## config.mk

```make
export PLATFORM = sky130hd
export DESIGN_NAME = thermocouple_sensor_emu_flat
export DESIGN_NICKNAME = d
export VERILOG_FILES = /design/src/rtl/thermocouple_sensor_emu_if.sv /design/src/rtl/thermocouple_sensor_emu.sv /design/src/flat_wrapper.sv
export SDC_FILE = /design/constraint.sdc
export NUM_CORES = 1
export LEC_CHECK = 0
export BUFFER_PORTS_ARGS = -buffer_cell sky130_fd_sc_hd__buf_4
export CAP_MARGIN = 25
export CORE_UTILIZATION = 63
export DETAILED_ROUTE_END_ITERATION = 8
export GPL_ROUTABILITY_DRIVEN = 0
export GPL_TIMING_DRIVEN = 0
export PLACE_DENSITY_LB_ADDON = 0.3
export SLEW_MARGIN = 0
export SYNTH_ARGS = -nofsm -noshare
export SYNTH_HDL_FRONTEND = slang
export SYNTH_SLANG_ARGS = --single-unit
```

## constraint.sdc

```tcl
create_clock -name clk -period 5.03 [get_ports clk]
set_input_delay 0.2515 -clock clk [delete_from_list [all_inputs] [get_ports clk]]
set_output_delay 0.2515 -clock clk [all_outputs]
set_load 0.01 [all_outputs]
```

## src/rtl/thermocouple_sensor_emu_if.sv

```systemverilog
// rtl/thermocouple_sensor_emu_if.sv - SPI bundle between the thermocouple emulator and its master
interface thermocouple_sensor_emu_if;
    logic sclk;
    logic cs_n;
    logic miso;
    logic miso_oe;

    modport master (
        output sclk,
        output cs_n,
        input  miso,
        input  miso_oe
    );

    modport slave (
        input  sclk,
        input  cs_n,
        output miso,
        output miso_oe
    );
endinterface

```

## src/rtl/thermocouple_sensor_emu.sv

```systemverilog
// rtl/thermocouple_sensor_emu.sv - SPI responder emulating a cold-junction-compensated thermocouple converter
module thermocouple_sensor_emu #(
    parameter int CONV_CYCLES = 2400,
    parameter int CNT_BITS    = 17
) (
    input  logic                            clk,
    input  logic                            rst,
    thermocouple_sensor_emu_if.slave        spi,
    input  logic [13:0]                     tc_temp_in,
    input  logic [11:0]                     junction_temp_in,
    input  logic [2:0]                      fault_in,
    output logic                            frame_done,
    output logic                            short_frame,
    output logic                            overrun
);

    typedef enum logic [1:0] {
        ST_CONVERT = 2'd0,
        ST_SHIFT   = 2'd1,
        ST_DONE    = 2'd2
    } state_t;

    localparam logic [CNT_BITS-1:0] CNT_LAST = CNT_BITS'(CONV_CYCLES - 1);
    localparam logic [5:0]          BITS_FULL = 6'd32;
    localparam logic [5:0]          BITS_SAT  = 6'd33;

    // Synchronizer and history flops for the asynchronous SPI pins
    logic cs_s1_q, cs_s2_q, cs_h_q;
    logic sclk_s1_q, sclk_s2_q, sclk_h_q;

    state_t              state_q;
    logic [CNT_BITS-1:0] cnt_q;
    logic [13:0]         snap_tc_q;
    logic [11:0]         snap_junc_q;
    logic [2:0]          snap_fault_q;
    logic [31:0]         shift_q;
    logic [5:0]          bit_cnt_q;
    logic                oe_q;
    logic                done_q;
    logic                short_q;
    logic                overrun_q;
    logic                pend_q;

    logic                cs_fall;
    logic                cs_rise;
    logic                sclk_fall;
    logic [31:0]         frame_word;
    logic [CNT_BITS-1:0] cnt_d;
    logic [31:0]         shift_d;
    logic [5:0]          bit_cnt_d;

    // Two-flop synchronizers plus one history stage for edge detection
    always_ff @(posedge clk or negedge rst) begin
        if (!rst) begin
            cs_s1_q   <= 1'b1;
            cs_s2_q   <= 1'b1;
            cs_h_q    <= 1'b1;
            sclk_s1_q <= 1'b0;
            sclk_s2_q <= 1'b0;
            sclk_h_q  <= 1'b0;
        end else begin
            cs_s1_q   <= spi.cs_n;
            cs_s2_q   <= cs_s1_q;
            cs_h_q    <= cs_s2_q;
            sclk_s1_q <= spi.sclk;
            sclk_s2_q <= sclk_s1_q;
            sclk_h_q  <= sclk_s2_q;
        end
    end

    assign cs_fall   =  cs_h_q   & ~cs_s2_q;
    assign cs_rise   = ~cs_h_q   &  cs_s2_q;
    assign sclk_fall =  sclk_h_q & ~sclk_s2_q;

    // Frame assembly from the snapshot and next-state arithmetic
    always_comb begin
        frame_word = {snap_tc_q, 1'b0, |snap_fault_q, snap_junc_q, 1'b0, snap_fault_q};
        cnt_d      = cnt_q + CNT_BITS'(1);
        shift_d    = {shift_q[30:0], 1'b0};
        bit_cnt_d  = (bit_cnt_q == BITS_SAT) ? bit_cnt_q : bit_cnt_q + 6'd1;
    end

    // Conversion / shift / done sequencer with registered outputs
    always_ff @(posedge clk or negedge rst) begin
        if (!rst) begin
            state_q      <= ST_CONVERT;
            cnt_q        <= '0;
            snap_tc_q    <= '0;
            snap_junc_q  <= '0;
            snap_fault_q <= '0;
            shift_q      <= '0;
            bit_cnt_q    <= '0;
            oe_q         <= 1'b0;
            done_q       <= 1'b0;
            short_q      <= 1'b0;
            overrun_q    <= 1'b0;
            pend_q       <= 1'b0;
        end else begin
            case (state_q)
                ST_CONVERT: begin
                    done_q  <= 1'b0;
                    short_q <= 1'b0;
                    if (cs_fall || pend_q) begin
                        // Select aborts the running conversion; the old snapshot is served
                        state_q   <= ST_SHIFT;
                        cnt_q     <= '0;
                        shift_q   <= frame_word;
                        bit_cnt_q <= '0;
                        oe_q      <= 1'b1;
                        overrun_q <= 1'b0;
                        pend_q    <= 1'b0;
                    end else if (cnt_q == CNT_LAST) begin
                        cnt_q        <= '0;
                        snap_tc_q    <= tc_temp_in;
                        snap_junc_q  <= junction_temp_in;
                        snap_fault_q <= fault_in;
                    end else begin
                        cnt_q <= cnt_d;
                    end
                end

                ST_SHIFT: begin
                    if (cs_rise) begin
                        // Deselect: release the pad and report how the frame ended
                        state_q <= ST_DONE;
                        oe_q    <= 1'b0;
                        shift_q <= '0;
                        done_q  <= (bit_cnt_q >= BITS_FULL);
                        short_q <= (bit_cnt_q <  BITS_FULL);
                    end else if (sclk_fall) begin
                        // Zero fill keeps miso low once all 32 bits are out
                        shift_q   <= shift_d;
                        bit_cnt_q <= bit_cnt_d;
                        if (bit_cnt_q >= BITS_FULL) begin
                            overrun_q <= 1'b1;
                        end
                    end
                end

                ST_DONE: begin
                    state_q <= ST_CONVERT;
                    cnt_q   <= '0;
                    done_q  <= 1'b0;
                    short_q <= 1'b0;
                    // A select arriving now is served on the next clock from CONVERT
                    if (cs_fall) begin
                        pend_q <= 1'b1;
                    end
                end

                default: begin
                    state_q <= ST_CONVERT;
                    cnt_q   <= '0;
                    oe_q    <= 1'b0;
                    shift_q <= '0;
                    done_q  <= 1'b0;
                    short_q <= 1'b0;
                    pend_q  <= 1'b0;
                end
            endcase
        end
    end

    assign spi.miso    = shift_q[31];
    assign spi.miso_oe = oe_q;
    assign frame_done  = done_q;
    assign short_frame = short_q;
    assign overrun     = overrun_q;

endmodule

```

## src/flat_wrapper.sv

```systemverilog
// flat-port wrapper written by rule: the top's interface ports become plain ports
module thermocouple_sensor_emu_flat 
#(
    parameter int CONV_CYCLES = 2400,
    parameter int CNT_BITS    = 17
)
  (clk, rst, tc_temp_in, junction_temp_in, fault_in, frame_done, short_frame, overrun, spi_sclk, spi_cs_n, spi_miso, spi_miso_oe);
  thermocouple_sensor_emu_if spi_i ();
  input  logic clk;
  input  logic rst;
  input  logic [13:0] tc_temp_in;
  input  logic [11:0] junction_temp_in;
  input  logic [2:0] fault_in;
  output logic frame_done;
  output logic short_frame;
  output logic overrun;
  input wire logic [$bits(spi_i.sclk)-1:0] spi_sclk;
  input wire logic [$bits(spi_i.cs_n)-1:0] spi_cs_n;
  output wire logic [$bits(spi_i.miso)-1:0] spi_miso;
  output wire logic [$bits(spi_i.miso_oe)-1:0] spi_miso_oe;
  assign spi_i.sclk = spi_sclk;
  assign spi_i.cs_n = spi_cs_n;
  assign spi_miso = spi_i.miso;
  assign spi_miso_oe = spi_i.miso_oe;
  thermocouple_sensor_emu #(.CONV_CYCLES(CONV_CYCLES), .CNT_BITS(CNT_BITS)) u_core (.clk(clk), .rst(rst), .spi(spi_i), .tc_temp_in(tc_temp_in), .junction_temp_in(junction_temp_in), .fault_in(fault_in), .frame_done(frame_done), .short_frame(short_frame), .overrun(overrun));
endmodule
```

# Word-level counts from Yosys, hierarchy flattened
# Cells that the tools add are included.
dict set report classes {
  mul 0
  n_addsub 2
  order_cmp 2
  reduce_logical 11
  bitwise 9
  div_mod_pow 0
  n_mux 29
  n_eq_ne 12
  shift 0
}
# operator n
set ops {}
lappend ops {{$mux 32} 3}
lappend ops {{$pmux 32 s3} 1}
lappend ops {{$mux 17} 2}
lappend ops {{$pmux 17 s2} 1}
lappend ops {{$mux 6} 4}
lappend ops {{$add 17x1->17 const B} 1}
lappend ops {{$eq 17x12->1 const B} 1}
lappend ops {{$pmux 6 s2} 1}
lappend ops {{$reduce_and 3->1} 4}
lappend ops {{$mux 1} 11}
lappend ops {{$ne 2x1->1 const B} 5}
lappend ops {{$reduce_and 5->1} 2}
lappend ops {{$add 6x1->6 const B} 1}
lappend ops {{$eq 6x6->1 const B} 1}
lappend ops {{$ge 6x6->1 const B} 1}
lappend ops {{$lt 6x6->1 const B} 1}
lappend ops {{$not 1->1} 6}
lappend ops {{$pmux 1 s3} 2}
lappend ops {{$mux 2} 2}
lappend ops {{$ne 2x2->1 const B} 2}
lappend ops {{$pmux 2 s2} 1}
lappend ops {{$and 1x1->1} 3}
lappend ops {{$ne 3x1->1 const B} 1}
lappend ops {{$reduce_or 3->1} 1}
lappend ops {{7 further kinds} 7}
dict set report totals {
  romBits 0
  inputBits 33
  n_memories 0
  ram_bits 0
  out_inout_bits 5
  elab_cells 83
  latch_bits 0
  register_bits 97
}

# Logic depth before layout (Yosys ltp)
dict set report logic_depth {
  word_depth 5
  ltp_mapped 8
  ltp_nobuf 6
}

# Worst setup path before layout
# OpenSTA, ideal clock, no wires.
dict set report synth_path {
  path_type {register -> register}
  from {reg u_core.cnt_q[0]}
  to {reg u_core.snap_fault_q[0]}
  slack_ps 2971
  setup_time_ps 127
  arrival_time_ps 1932
  path_stages_with_launch 9
  n_path_buf 3
  period_less_slack_ps 2059
  cell_sequence {dfrtp_1 ha_1 and4_1 and4_1 buf_2 and2b_1 buf_4 buf_6 mux2_1}
}
dict set report synth_between {
  elab_chain_len 2
}
# item line
set synth_rtl {}
lappend synth_rtl {{from (decl)} thermocouple_sensor_emu.sv:32} ;# logic [CNT_BITS-1:0] cnt_q;
lappend synth_rtl {{from (signal assigned)} thermocouple_sensor_emu.sv:118} ;# cnt_q <= cnt_d;
lappend synth_rtl {{$eq 17x12->1} thermocouple_sensor_emu.sv:112} ;# end else if (cnt_q == CNT_LAST) begin
lappend synth_rtl {{$reduce_and 3->1 (no source line)} --}
lappend synth_rtl {{to (signal assigned)} thermocouple_sensor_emu.sv:116} ;# snap_fault_q <= fault_in;
lappend synth_rtl {{to (decl)} thermocouple_sensor_emu.sv:35} ;# logic [2:0] snap_fault_q;
# Every way passes these cells.
# A chain may end at the register's enable or synchronous reset.

# Worst setup path in the final report
# Same ends and word-level chain as after synthesis.

==> impl_summary.log <==
INFO  metric critical_path_required = 5.30 ns
INFO  metric totalPowerFinal = 1840 uW
INFO  metric preCtsSetupSlack = 2.74 ns
INFO  metric fin_util = 0.753
INFO  metric outcome = finished with violations
INFO  metric detailedRoute.firstPassIterationCount = 6
INFO  metric setup_slack = 2.67 ns
INFO  metric cts_htree_levels = 3
INFO  metric syn_nets = 425
INFO  metric chipWidth = 83.8 um
INFO  metric ys_warn_count = 0
INFO  metric final-setup-viol-count = 0
INFO  metric worstReg2RegStart = u_core.cnt_q[0]$_DFFE_PN0N_
INFO  metric netlist_instances = 388
INFO  metric drt_first_iter_violations = 249
INFO  metric power.static_leakage = 0.00224 uW
INFO  metric synth_area_leaders = sky130_fd_sc_hd__dfrtp_1 56%, sky130_fd_sc_hd__o21ai_0 5.5%, sky130_fd_sc_hd__mux2_2 5.1%
INFO  metric rsz0062_at_grt = no
INFO  metric buffer_ports.inserted = 37
INFO  metric report.final.slew_viol_count = 0
INFO  metric unique_masters_post_synth = 43
INFO  metric antenna_left = 0
INFO  metric cp-start-kind = flop
INFO  metric mappedNetlistArea = 4220 sq um
INFO  metric nNetsFinal = 477
INFO  metric worst-r2r-cell-count = 8
INFO  metric hold_slack = 0.0833 ns
INFO  metric die-area = 7020 sq um
INFO  metric maxCapViolations = 0
INFO  metric async_flop_share = 1.00
INFO  metric max-vdd-ir-drop = 0.296 mV
INFO  metric detailed_route_drc_error_count = 4
INFO  metric whs_endpoint = u_core.snap_junc_q[7]$_DFFE_PN0P_
INFO  metric via_count_of_the_first_global_routing_pass = 3167
INFO  metric ios = 38
INFO  metric finalHoldViolations = 0
INFO  metric cts.root.buffer_cell = sky130_fd_sc_hd__clkbuf_8
INFO  metric global_route.usage.total = 0.277
INFO  metric worst-slew-pin-transition = 0.970 ns
INFO  metric grt.overflow.total = 0
INFO  metric cellPowerDensity = 380 nW/um^2
INFO  metric route.final.wire_length = 8690 um
INFO  metric cts-buffers-inserted = 9
INFO  metric fillCellCount = 445
INFO  metric worst_ep_arrival_time = 2.63 ns
INFO  metric clock_sinks = 97
INFO  metric postSynthAreaPerCell = 10.9 sq um
INFO  metric violated_checks = design-rule violations
INFO  metric grt_pass1_wl = 15000 um
INFO  metric fin_crit = 2.36 ns
INFO  metric via_density = 6.14
INFO  metric start_point_of_the_worst_min_delay_path = junction_temp_in[7]
INFO  metric antenna-diode-count = 0
INFO  metric hold-path-cell-count = 2
INFO  metric tritoncts_clock_tree = yes
INFO  metric drive_above_1_share = 0.202
INFO  metric min_path_type = primary input to flop
INFO  metric critical_path_peak_fanout = 10
INFO  metric post-route-period-util = 0.469
INFO  metric fmax = 0.424 GHz
INFO  metric die_h = 83.8 um
INFO  metric fin_skew = 0.0137 ns
INFO  metric dp.final_hpwl = 5910 um
INFO  metric synth-edff-count = 0
INFO  metric synth_seq_area_share = 0.577
INFO  metric fin_tns_setup = 0 ns
INFO  metric postCtsSetupRepairBufs = 0
INFO  metric worst-setup-path-type = flop to flop
INFO  metric flow.area_growth_from_synthesis = 14.6%
INFO  metric reg_to_reg_slack_setup = 2.67 ns
INFO  metric maxSlewHeadroom = 0.347
INFO  metric clock_insertion_delay_worst_skew = 0.38 ns
INFO  metric grt_antenna_before_repair = 0
INFO  metric cts-root-to-sink-buffers = 2
INFO  metric post-synth-top-area-fraction = 0.558
INFO  metric end_kind = flop
INFO  metric synth_area_leader_cell = sky130_fd_sc_hd__dfrtp_1
INFO  metric yosys_register_bits = 97
INFO  metric row_count = 29
INFO  metric via_count = 3205
INFO  metric core-area = 6420 sq um
INFO  metric crit-reg2reg-capture = u_core.snap_fault_q[0]$_DFFE_PN0P_
INFO  metric floorplan.initialDensity = 0.657
INFO  metric wire_per_inst = 16.6 um
INFO  metric clkSlewWorstSetupHoldPaths = 0.10 ns
INFO  metric synth_ff_type = sky130_fd_sc_hd__dfrtp_1
INFO  metric grt_start_max_net_pins = 57
==> synthesized netlist by cell type (2+ instances only) <==
library cell and count:
sky130_fd_sc_hd__dfstp_2 3, sky130_fd_sc_hd__xor2_1 3, sky130_fd_sc_hd__a22o_1 3, sky130_fd_sc_hd__mux2_1 10, sky130_fd_sc_hd__nand2_1 53, sky130_fd_sc_hd__nor2_1 16
sky130_fd_sc_hd__mux2_2 19, sky130_fd_sc_hd__and3_1 5, sky130_fd_sc_hd__a22oi_1 28, sky130_fd_sc_hd__ha_1 4, sky130_fd_sc_hd__clkbuf_1 13, sky130_fd_sc_hd__nand4_1 5
sky130_fd_sc_hd__inv_1 6, sky130_fd_sc_hd__or3_1 3, sky130_fd_sc_hd__a21oi_1 9, sky130_fd_sc_hd__nor2b_1 4, sky130_fd_sc_hd__nor4_1 2, sky130_fd_sc_hd__o21ai_0 46
sky130_fd_sc_hd__buf_4 2, sky130_fd_sc_hd__and2_1 3, sky130_fd_sc_hd__o21ai_1 2, sky130_fd_sc_hd__nand3_1 9, sky130_fd_sc_hd__a31oi_1 14, sky130_fd_sc_hd__nand2b_1 4
sky130_fd_sc_hd__buf_2 5, sky130_fd_sc_hd__nor3_1 4, sky130_fd_sc_hd__dfrtp_1 94, sky130_fd_sc_hd__and4_1 2, sky130_fd_sc_hd__buf_6 3
==> sequential cells by signal, summed over array words and instances (netlist names), 2 cells and up <==
name,flops
u_core.snap_tc_q,14
u_core.snap_junc_q,12
u_core.snap_fault_q,3
u_core.cnt_q,17
u_core.bit_cnt_q,6
u_core.shift_q,32
u_core.state_q,2
==> stage by stage <==
stage	cell area [sq um]	instances
after floorplan	4220	388
after global placement	4590	502
after detailed placement	4620	503
after CTS	4830	522
after global routing	4830	522
final	4830	522
==> final cells by class <==
cell class              count  area, sq um  share of cell area
flip-flops and latches     97         2430               0.503
multi-input cells         262         1640               0.339
repair buffers             41          335              0.0694
clock buffers              10          138              0.0285
plain buffers              23          123              0.0254
well taps                  77         96.3              0.0199
clock inverters             6         47.5             0.00984
inverters                   6         22.5             0.00466
==> power breakdown <==
group / total (uW) / leakage, uW / internal [uW] / switching (uW)
logic: 508 / 0.000816 / 153 / 354
registers: 845 / 0.00133 / 814 / 31.5
clock network: 484 / 0.0000994 / 200 / 284
==> per-layer routing <==
layer,routed length (um),GRT usage
met5,0,0
met4,145,0.0925
met3,386,0.0742
met2,4290,0.435
met1,3870,0.378
==> critical path, stage by stage, from the launching register on <==
cell	delay [ns]
sky130_fd_sc_hd__dfrtp_1	0.39
sky130_fd_sc_hd__ha_1	0.28
sky130_fd_sc_hd__and4_1	0.30
sky130_fd_sc_hd__and4_1	0.22
sky130_fd_sc_hd__buf_2	0.19
sky130_fd_sc_hd__and2b_1	0.16
sky130_fd_sc_hd__buf_4	0.20
sky130_fd_sc_hd__buf_6	0.18
sky130_fd_sc_hd__mux2_1	0.34
==> layout by cell type (no fill, tap or decap), types with 10 or more instances in the layout <==
| cell type | synthesis | layout |
|---|---|---|
| sky130_fd_sc_hd__dfrtp_1 | 94 | 94 |
| sky130_fd_sc_hd__nand2_1 | 53 | 53 |
| sky130_fd_sc_hd__o21ai_0 | 46 | 46 |
| sky130_fd_sc_hd__mux2_1 | 10 | 10 |
| sky130_fd_sc_hd__a22oi_1 | 28 | 28 |
| sky130_fd_sc_hd__nor2_1 | 16 | 16 |
| sky130_fd_sc_hd__mux2_2 | 19 | 19 |
| sky130_fd_sc_hd__buf_4 | 2 | 39 |
| sky130_fd_sc_hd__clkbuf_1 | 13 | 13 |
| sky130_fd_sc_hd__a31oi_1 | 14 | 14 |
| sky130_fd_sc_hd__clkbuf_8 | 0 | 10 |
==> cells by family after synthesis <==
kind of cell	Yosys count	share of synthesized area
xor gates and xnor gates	3	0.00623
DFF	97	0.577
AOI/OAI and AO/OA	108	0.156
buffers and inverters	29	0.0344
muxes	30	0.0798
and+or+nand+nor	117	0.135
adders and majority gates	4	0.0119
==> timing repair <==
action	CTS	global route
hold endpoints to repair	40	0
gates resized for setup	0	0
hold buffers	3	0
==> how the worst max path moves through the flow <==
| stage | from | end | cells past startpoint |
|---|---|---|---|
| after detailed placement | u_core.cnt_q[0]$_DFFE_PN0N_ | u_core.snap_junc_q[9]$_DFFE_PN0P_ | 8 |
| after global placement | u_core.cnt_q[0]$_DFFE_PN0N_ | u_core.snap_junc_q[11]$_DFFE_PN0P_ | 8 |
| after floorplan | u_core.cnt_q[0]$_DFFE_PN0N_ | u_core.snap_fault_q[0]$_DFFE_PN0P_ | 8 |
| after CTS | u_core.cnt_q[0]$_DFFE_PN0N_ | u_core.snap_junc_q[9]$_DFFE_PN0P_ | 8 |
| after global routing | u_core.cs_h_q$_DFF_PN1_ | u_core.shift_q[26]$_DFFE_PN0P_ | 7 |
| final | u_core.cnt_q[0]$_DFFE_PN0N_ | u_core.snap_fault_q[0]$_DFFE_PN0P_ | 8 |
No activity file was read; power rests on OpenSTA's default activity.
